===== src/rtl/err_mon_pkg.sv =====
// Shared definitions for the error-convergence monitor: FSM state codes and
// the saturation constant of the U(16,16) power format.
package err_mon_pkg;

  // Power values are U(16,16): unsigned, 16 fraction bits, full scale just below 1.0.
  localparam logic [15:0] POW_SAT = 16'hFFFF;

  typedef enum logic [1:0] {
    ST_ADAPT = 2'd0,
    ST_CONV  = 2'd1,
    ST_FAIL  = 2'd2
  } state_t;

endpackage


===== src/rtl/err_power_est.sv =====
// Error power estimator: saturating squarer followed by a leaky integrator
// with time constant 2^ALPHA_SHIFT samples; emits a one-cycle valid per update.
module err_power_est
  import err_mon_pkg::*;
#(
  parameter int NB_DATA     = 16,
  parameter int ALPHA_SHIFT = 6
) (
  input  logic                      i_clk,
  input  logic                      i_rst,
  input  logic                      i_valid,
  input  logic signed [NB_DATA-1:0] i_err,
  output logic        [NB_DATA-1:0] o_pwr,
  output logic                      o_pwr_valid
);

  localparam int NB_ACC  = NB_DATA + ALPHA_SHIFT;
  localparam int NB_PROD = 2 * NB_DATA;

  // Only the most negative input squares to exactly 1.0, which U(16,16) cannot hold.
  function automatic logic [NB_DATA-1:0] sat_square(input logic signed [NB_DATA-1:0] x);
    logic signed [NB_PROD-1:0] p;
    p = NB_PROD'(x) * NB_PROD'(x);
    if (p[NB_PROD-2]) begin
      return NB_DATA'(POW_SAT);
    end
    return NB_DATA'(p >> (NB_DATA - 2));
  endfunction

  logic [NB_DATA-1:0] w_sq_p0;
  logic [NB_DATA-1:0] r_sq_p1;
  logic               r_vld_p1;
  logic [NB_ACC-1:0]  r_acc_p2;
  logic [NB_ACC-1:0]  w_acc_nxt;
  logic               r_vld_p2;

  assign w_sq_p0 = sat_square(i_err);

  // p1 -> p2: acc - acc/2^ALPHA + sq stays below 2^NB_ACC, so no wrap is possible.
  assign w_acc_nxt = r_acc_p2 - (r_acc_p2 >> ALPHA_SHIFT) + NB_ACC'(r_sq_p1);

  always_ff @(posedge i_clk) begin
    if (i_rst) begin
      r_vld_p1 <= 1'b0;
      r_vld_p2 <= 1'b0;
      r_sq_p1  <= '0;
      r_acc_p2 <= '0;
    end else begin
      r_vld_p1 <= i_valid;
      r_vld_p2 <= r_vld_p1;
      if (i_valid) begin
        r_sq_p1 <= w_sq_p0;
      end
      if (r_vld_p1) begin
        r_acc_p2 <= w_acc_nxt;
      end
    end
  end

  assign o_pwr       = r_acc_p2[NB_ACC-1:ALPHA_SHIFT];
  assign o_pwr_valid = r_vld_p2;

endmodule


===== src/rtl/err_convergence_monitor.sv =====
// Convergence monitor for the adaptive canceller: tracks error power and
// declares the LMS loop adapting, converged or failed, recording convergence time.
module err_convergence_monitor
  import err_mon_pkg::*;
#(
  parameter int NB_DATA     = 16,
  parameter int ALPHA_SHIFT = 6,
  parameter int HOLD        = 256,
  parameter int TIMEOUT     = 60000,
  parameter int NB_TIME     = 16
) (
  input  logic                      i_clk,
  input  logic                      i_rst,
  input  logic                      i_valid,
  input  logic signed [NB_DATA-1:0] i_err,
  input  logic                      i_clr,
  input  logic        [NB_DATA-1:0] i_thr_conv,
  input  logic        [NB_DATA-1:0] i_thr_div,
  output logic        [NB_DATA-1:0] o_pwr,
  output logic        [1:0]         o_state,
  output logic                      o_converged,
  output logic                      o_fail,
  output logic        [NB_TIME-1:0] o_conv_time
);

  localparam int                   NB_RUN    = $clog2(HOLD + 1);
  localparam logic [NB_RUN-1:0]    HOLD_R    = NB_RUN'(HOLD);
  localparam logic [NB_TIME-1:0]   TIMEOUT_R = NB_TIME'(TIMEOUT);

  logic [NB_DATA-1:0] w_pwr;
  logic               w_pwr_vld;

  err_power_est #(
    .NB_DATA     (NB_DATA),
    .ALPHA_SHIFT (ALPHA_SHIFT)
  ) u_pwr (
    .i_clk       (i_clk),
    .i_rst       (i_rst),
    .i_valid     (i_valid),
    .i_err       (i_err),
    .o_pwr       (w_pwr),
    .o_pwr_valid (w_pwr_vld)
  );

  state_t             r_state;
  state_t             w_state_nxt;
  logic [NB_RUN-1:0]  r_run;
  logic [NB_RUN-1:0]  w_run_nxt;
  logic [NB_RUN-1:0]  w_run_q;
  logic [NB_RUN-1:0]  w_run_sat;
  logic [NB_TIME-1:0] r_t;
  logic [NB_TIME-1:0] w_t_nxt;
  logic [NB_TIME-1:0] w_t_inc;
  logic [NB_TIME-1:0] r_ct;
  logic [NB_TIME-1:0] w_ct_nxt;
  logic               w_qual;
  logic               r_conv;
  logic               r_fail;

  assign w_t_inc   = r_t + NB_TIME'(1);
  assign w_run_sat = (r_run == HOLD_R) ? HOLD_R : r_run + NB_RUN'(1);

  // p2 -> p3: one evaluation per power update; clear overrides any transition.
  always_comb begin
    w_state_nxt = r_state;
    w_run_nxt   = r_run;
    w_t_nxt     = r_t;
    w_ct_nxt    = r_ct;
    w_qual      = 1'b0;
    w_run_q     = '0;

    if (i_clr) begin
      w_state_nxt = ST_ADAPT;
      w_run_nxt   = '0;
      w_t_nxt     = '0;
      w_ct_nxt    = '0;
    end else if (w_pwr_vld) begin
      case (r_state)
        ST_ADAPT: w_qual = (w_pwr < i_thr_conv);
        ST_CONV:  w_qual = (w_pwr >= i_thr_div);
        default:  w_qual = 1'b0;
      endcase
      w_run_q = w_qual ? w_run_sat : '0;

      case (r_state)
        ST_ADAPT: begin
          w_t_nxt = w_t_inc;
          if (w_run_q == HOLD_R) begin
            w_state_nxt = ST_CONV;
            w_ct_nxt    = w_t_inc;
            w_run_nxt   = '0;
          end else if (w_t_inc == TIMEOUT_R) begin
            w_state_nxt = ST_FAIL;
            w_run_nxt   = '0;
          end else begin
            w_run_nxt   = w_run_q;
          end
        end
        ST_CONV: begin
          if (w_run_q == HOLD_R) begin
            w_state_nxt = ST_ADAPT;
            w_t_nxt     = '0;
            w_run_nxt   = '0;
          end else begin
            w_run_nxt   = w_run_q;
          end
        end
        default: begin
          w_run_nxt = '0;
        end
      endcase
    end
  end

  always_ff @(posedge i_clk) begin
    if (i_rst) begin
      r_state <= ST_ADAPT;
      r_run   <= '0;
      r_t     <= '0;
      r_ct    <= '0;
      r_conv  <= 1'b0;
      r_fail  <= 1'b0;
    end else begin
      r_state <= w_state_nxt;
      r_run   <= w_run_nxt;
      r_t     <= w_t_nxt;
      r_ct    <= w_ct_nxt;
      r_conv  <= (w_state_nxt == ST_CONV);
      r_fail  <= (w_state_nxt == ST_FAIL);
    end
  end

  assign o_pwr       = w_pwr;
  assign o_state     = r_state;
  assign o_converged = r_conv;
  assign o_fail      = r_fail;
  assign o_conv_time = r_ct;

endmodule


===== config.mk =====
export PLATFORM = sky130hd
export DESIGN_NAME = err_convergence_monitor
export DESIGN_NICKNAME = d
export VERILOG_FILES = /design/src/rtl/err_mon_pkg.sv /design/src/rtl/err_power_est.sv /design/src/rtl/err_convergence_monitor.sv
export SDC_FILE = /design/constraint.sdc
export NUM_CORES = 1
export LEC_CHECK = 0
export ABC_AREA = 1
export ABC_CLOCK_PERIOD_IN_PS = 15500
export BUFFER_PORTS_ARGS = -buffer_cell sky130_fd_sc_hd__buf_2
export CAP_MARGIN = 20
export CELL_PAD_IN_SITES_DETAIL_PLACEMENT = 0
export CELL_PAD_IN_SITES_GLOBAL_PLACEMENT = 1
export CORE_UTILIZATION = 51
export DETAILED_ROUTE_END_ITERATION = 10
export PLACE_DENSITY_LB_ADDON = 0.15
export SLEW_MARGIN = 5
export SYNTH_ARGS = -nofsm -noshare
export SYNTH_HDL_FRONTEND = slang
export SYNTH_SLANG_ARGS = --single-unit
export TNS_END_PERCENT = 10

===== constraint.sdc =====
create_clock -name i_clk -period 15.5 [get_ports i_clk]
set_clock_uncertainty 0.1 [all_clocks]
set_input_delay 0.775 -clock i_clk [delete_from_list [all_inputs] [get_ports i_clk]]
set_output_delay 0.775 -clock i_clk [all_outputs]
set_load 0.02 [all_outputs]

== After elaboration in Yosys (flattened, before gate mapping) ==
Cells that the tools add are included.

* Word-level logic and storage cells: 49
* Memory bits (read-only): 0
* Memories: 0
* Latch bits: 0
* Bits in registers: 85
* Memory bits (writable): 0
* Input port bits: 52
* Output and inout bits: 36

* Add/sub/neg operators: 4
* Shifts and indexed selects: 0
* Div/mod/pow operators: 0
* Equality and inequality tests: 7
* Order comparisons: 2
* Multiply operators: 1
* Bitwise operators: 0
* Muxes and demuxes: 20
* Reductions and logical operators: 5

{| class="wikitable"
|+ Operators by type and width
! operator !! count
|-
| 16-bit two-way mux || 3
|-
| 9-bit two-way mux || 5
|-
| 16-bit one-hot mux with 2 select lines || 1
|-
| 16-bit by 16-bit multiplier with 31-bit output || 1
|-
| 22-bit by 16-bit adder with 22-bit output || 1
|-
| 22-bit by 16-bit subtractor with 22-bit output || 1
|-
| 9-bit equality test, second input constant || 2
|-
| 9-bit one-hot mux with 2 select lines || 1
|-
| 16-bit by 1-bit adder with 16-bit output, second input constant || 1
|-
| 16-bit equality test, second input constant || 1
|-
| 16-bit greater-or-equal comparator || 1
|-
| 16-bit < comparator || 1
|-
| 2-bit two-way mux || 5
|-
| 9-bit by 1-bit adder with 9-bit output, second input constant || 1
|-
| 3-bit AND reduction || 2
|-
| 2-bit by 1-bit equality test with 1-bit output, second input constant || 2
|-
| 2-bit one-hot mux with 2 select lines || 1
|-
| 1-bit two-way mux || 3
|-
| 2-bit equality test, second input constant || 1
|-
| 2-bit zero test || 1
|-
| 2-bit != test, second input constant || 1
|-
| 1-bit one-hot mux with 2 select lines || 1
|-
| 2-bit nonzero test || 1
|-
| 2-bit OR reduction || 1
|}

== Longest topological paths before layout ==
* Depth after elaboration: 11
* Mapped depth: 28
* Mapped depth without buffers: 27

== Modules after synthesis ==
From an unflattened synthesis, not the netlist that was laid out.

* Cell total of the unflattened synthesis: 2295
* Area total of the unflattened synthesis: 16356.9 sq um

{| class="wikitable"
|+ By module, submodules not included
! module !! area each (sq um) !! instances !! seq. area each (sq um) !! cells each
|-
| err_power_est || 12983.7 || 1 || 800.8 || 1783
|-
| err_convergence_monitor || 3373.2 || 1 || 900.9 || 512
|}

== Least setup slack after synthesis ==
OpenSTA, ideal clock, no wires.

* Path kind: input-to-reg
* From: in i_err[1]
* To: reg u_pwr.r_sq_p1[9]
* Path slack: 8.774 ns
* Required time: 15.291 ns
* Arrival: 6.517 ns
* Stages on the path: 24
* Buffers on the path: 2
* Setup time: 0.109 ns
* Cells stage by stage: buf_2 -> clkbuf_1 -> nand2_1 -> inv_1 -> fa_1 -> inv_1 -> fa_1 -> inv_1 -> fa_1 -> fa_1 -> inv_1 -> fa_1 -> inv_1 -> fa_1 -> ha_1 -> nand2_1 -> nor2_1 -> nand4_1 -> or2_2 -> nand2_1 -> xor2_1 -> o211ai_1 -> nand2_1 -> inv_1

* Word-level cells in the longest chain between the ends: 3

{| class="wikitable"
|+ RTL lines
! item !! RTL line !! RTL
|-
| from (decl) || err_convergence_monitor.sv:15 || <nowiki>input logic signed [NB_DATA-1:0] i_err,</nowiki>
|-
| 16-bit by 16-bit multiplier with 31-bit output (*) || err_power_est.sv:23 || <nowiki>p = NB_PROD'(x) * NB_PROD'(x);</nowiki>
|-
| 1-bit two-way mux || err_power_est.sv:24 || <nowiki>if (p[NB_PROD-2]) begin</nowiki>
|-
| 16-bit two-way mux (*) || err_power_est.sv:27 || <nowiki>return NB_DATA'(p >> (NB_DATA - 2));</nowiki>
|-
| to (signal assigned) || err_power_est.sv:52 || <nowiki>r_sq_p1 <= w_sq_p0;</nowiki>
|-
| to (decl) || err_power_est.sv:31 || <nowiki>logic [NB_DATA-1:0] r_sq_p1;</nowiki>
|}

Every way passes the cells marked *; elsewhere a longest branch is shown, timed or not.
A chain may end at the register's enable or synchronous reset.

== Worst setup path in the final report ==
* From: in i_err[15]
* To: reg u_pwr.r_sq_p1[9]

Same word-level chain as after synthesis.

==> flow_metrics.py <==
metrics = {
    "drt": {
        "ant_nets": 0,
        "drt_iter0_drc": 641,
        "drc": 0,
        "routed_wl_um": 34700,
        "post_drt_via_cell_ratio": 4.94,
        "vias": 12300,
        "drt-pass1-iter-count": 7,
        "wire_per_inst_um": 13.9,
    },
    "floorplan": {
        "fp.coreArea_mm2": 0.0299,
        "rows": 63,
        "die_y_um": 177,
        "num_io_pins": 88,
        "die_area_mm2": 0.0313,
        "die_width_um": 177,
        "start_util": 0.522,
    },
    "placed_design": {
        "portBuffers": 87,
        "dpl.hpwl_um": 29400,
        "place_congestion": 0.874,
    },
    "sta": {
        "rsz0062_at_grt": "no",
        "finalSetupViolCount": 0,
        "period_share": 0.444,
        "period_minus_slack_ns": 6.89,
        "finalHoldViolations": 0,
        "worst_pin_slew_ns": 0.821,
        "fmaxAchievable_ghz": 0.145,
        "max_slew_margin": 0.450,
        "setup_tns_ns": 0,
        "slew_viol_final": 0,
    },
    "logic_synthesis": {
        "synthAdderAreaFrac": 0.429,
        "seq_area_frac_synth": 0.109,
        "netlist.area_leader.share": 0.315,
        "synth_xor_area_frac": 0.0336,
        "synth_most_common_cell": "inv_1",
        "yosys.area.top_type": "fa_1",
        "syn-num-nets": 2511,
        "syn_avg_cell_area_um2": 7.52,
        "synth_top_family_by_area": "adder cells",
        "ys_types": 50,
        "synth_area_leaders": "fa_1 (31%), inv_1 (15%), ha_1 (11%)",
        "yosys.area_share.simple": 0.168,
        "synth_compound_area_frac": 0.0880,
        "muxShareOfSynthArea": 0,
        "ys_warn_count": 0,
        "synthTopCellsByCount": "inv_1 (609), nand2_1 (360), fa_1 (245)",
        "syn_area_mm2": 0.0156,
        "synth-async-reset-ratio": 0,
        "synth-seq-cells": 85,
        "synth_cells": 2072,
        "ys.flop_type": "dfxtp_1",
        "synth_edf_count": 0,
    },
    "clock_network": {
        "numCtsBuffers": 9,
        "clkLatencyLatePin_ns": 0.35,
        "htreeDepth": 3,
        "cts_resized": 0,
        "cts_buffer_depth": 2,
        "cts_setup_buffers": 0,
        "clock-sinks": 85,
        "clk_pin_slew_ns": 0.07,
        "hold_buffers": 0,
        "clock-root-buffer": "clkbuf_16",
        "cts_tree": "done",
    },
    "worst_hold_path": {
        "hp-class": "flop to flop",
        "hold_depth": 2,
        "min_to": "r_t[7]",
        "min_from": "r_t[7]",
    },
    "global_routing": {
        "grt_use_total": 0.240,
        "grt_overflow": 0,
        "grt_pass1_vias": 12700,
        "grt_start_max_net_pins": 34,
        "antenna_found_initial": 1,
        "grt_pass1_wl_um": 60100,
    },
    "cells_and_area": {
        "drive_above_1_share": 0.0746,
        "regArea_mm2": 0.00170,
        "multi_input_area_mm2": 0.0112,
        "nFillCells": 2925,
        "area_growth_pct": 5.84,
        "nNetsFinal": 2538,
        "num_antenna_cells": 0,
    },
    "flow_run": {
        "cap_violations": 0,
    },
    "setup_path": {
        "reg2reg_to": "u_pwr.r_acc_p2[17]",
        "crit_type": "primary input to flop",
        "crit_arrival_ns": 7.03,
        "r2r_start": "u_pwr.r_acc_p2[8]",
        "crit_path_start": "i_err[15]",
        "endpoint_kind": "flop",
        "r2r.worst_path.cells": 14,
        "rrSetupSlack_ns": 12.27,
        "critPathRequiredTime_ns": 15.65,
        "cp-start-kind": "primary input",
        "worst-path-max-fanout": 22,
    },
    "run_status": {
        "outcome": "completed",
    },
}
-- layout by cell type, fill, tap and decap left out, drive strengths merged, types with 9 or more instances in the layout --
master  Yosys  routed
inv       616     618
nand2     370     370
fa        245     245
ha        142     142
nor2      133     133
a21oi     113     113
buf        30      88
dfxtp      85      85
o21ai      67      67
nand3      41      41
xor2       35      35
nand4      26      26
nor3       24      24
xnor2      23      23
a21o       11      11
a31oi      11      11
o21bai     10      10
o211ai      9       9
clkbuf     42       9
or2         9       9
-- cell type report --
type	count	area share
Tap cell	390	0.0296
Multi-Input combinational cell	1296	0.679
Sequential cell	85	0.103
Clock inverter	7	0.00728
Inverter	619	0.141
Clock buffer	9	0.0137
Timing Repair Buffer	88	0.0268
-- kinds of logic (layout without fill, tap and decap cells) --
kind of cell,after synthesis,in the layout
buf+inv,691,723
compound gates,240,240
flops,85,85
fa+ha+maj,387,387
simple gates,611,611
xor+xnor,58,58
-- through the flow --
stage               setup slack (ns)  utilization  instances  instance area (µm²)  hold WS, ns
global placement                8.36        0.541       2478                16200        0.375
floorplan                       8.77            -       2072                15600        0.354
detailed placement              8.27        0.541       2478                16200        0.383
global route                    8.24        0.552       2494                16500        0.427
finish                          8.61        0.552       2494                16500        0.394
CTS                             8.60        0.552       2494                16500        0.397
-- flip-flops by register name, summed over array words and instances, names as in the netlist --
register           flops
u_pwr.r_acc_p2        22
o_conv_time           16
r_t                   16
u_pwr.r_sq_p1         16
r_run                  9
o_state                2
o_converged            1
o_fail                 1
u_pwr.o_pwr_valid      1
u_pwr.r_vld_p1         1
-- worst max-delay path, stage by stage --
cell,delay (ns)
buf_2,0.25
nand2_1,0.18
inv_1,0.07
fa_1,0.70
inv_1,0.11
fa_1,0.77
inv_1,0.23
fa_1,0.53
fa_1,0.54
inv_1,0.05
fa_1,0.39
fa_1,0.52
inv_1,0.04
ha_1,0.35
nand2_1,0.10
nor2_1,0.20
nand4_1,0.11
or2_2,0.30
nand2_1,0.11
xor2_1,0.40
o211ai_1,0.15
nand2_1,0.09
inv_1,0.04
-- routing by layer --
| metal | routed length (µm) | up-vias | GRT usage |
|---|---|---|---|
| met5 | 19 | - | 0 |
| met4 | 283 | 2 | 0.0262 |
| met3 | 1310 | 25 | 0.0288 |
| met2 | 17200 | 217 | 0.424 |
| met1 | 15900 | 5900 | 0.324 |
| li1 | - | 6174 | - |
-- how the worst max path moves through the flow --
stage | end | slack, ns | cells past startpoint
2_1_floorplan | u_pwr.r_sq_p1[9] | 8.77 | 24
3_5_place_dp | u_pwr.r_sq_p1[9] | 8.27 | 23
6_report | u_pwr.r_sq_p1[9] | 8.61 | 23
4_1_cts | u_pwr.r_sq_p1[9] | 8.60 | 23
3_3_place_gp | u_pwr.r_sq_p1[9] | 8.36 | 23
5_1_grt | u_pwr.r_sq_p1[9] | 8.24 | 23
Power is left out: the tool's default activity adds up to more than one toggle a clock period on the data nets, which glitch-free logic cannot reach.
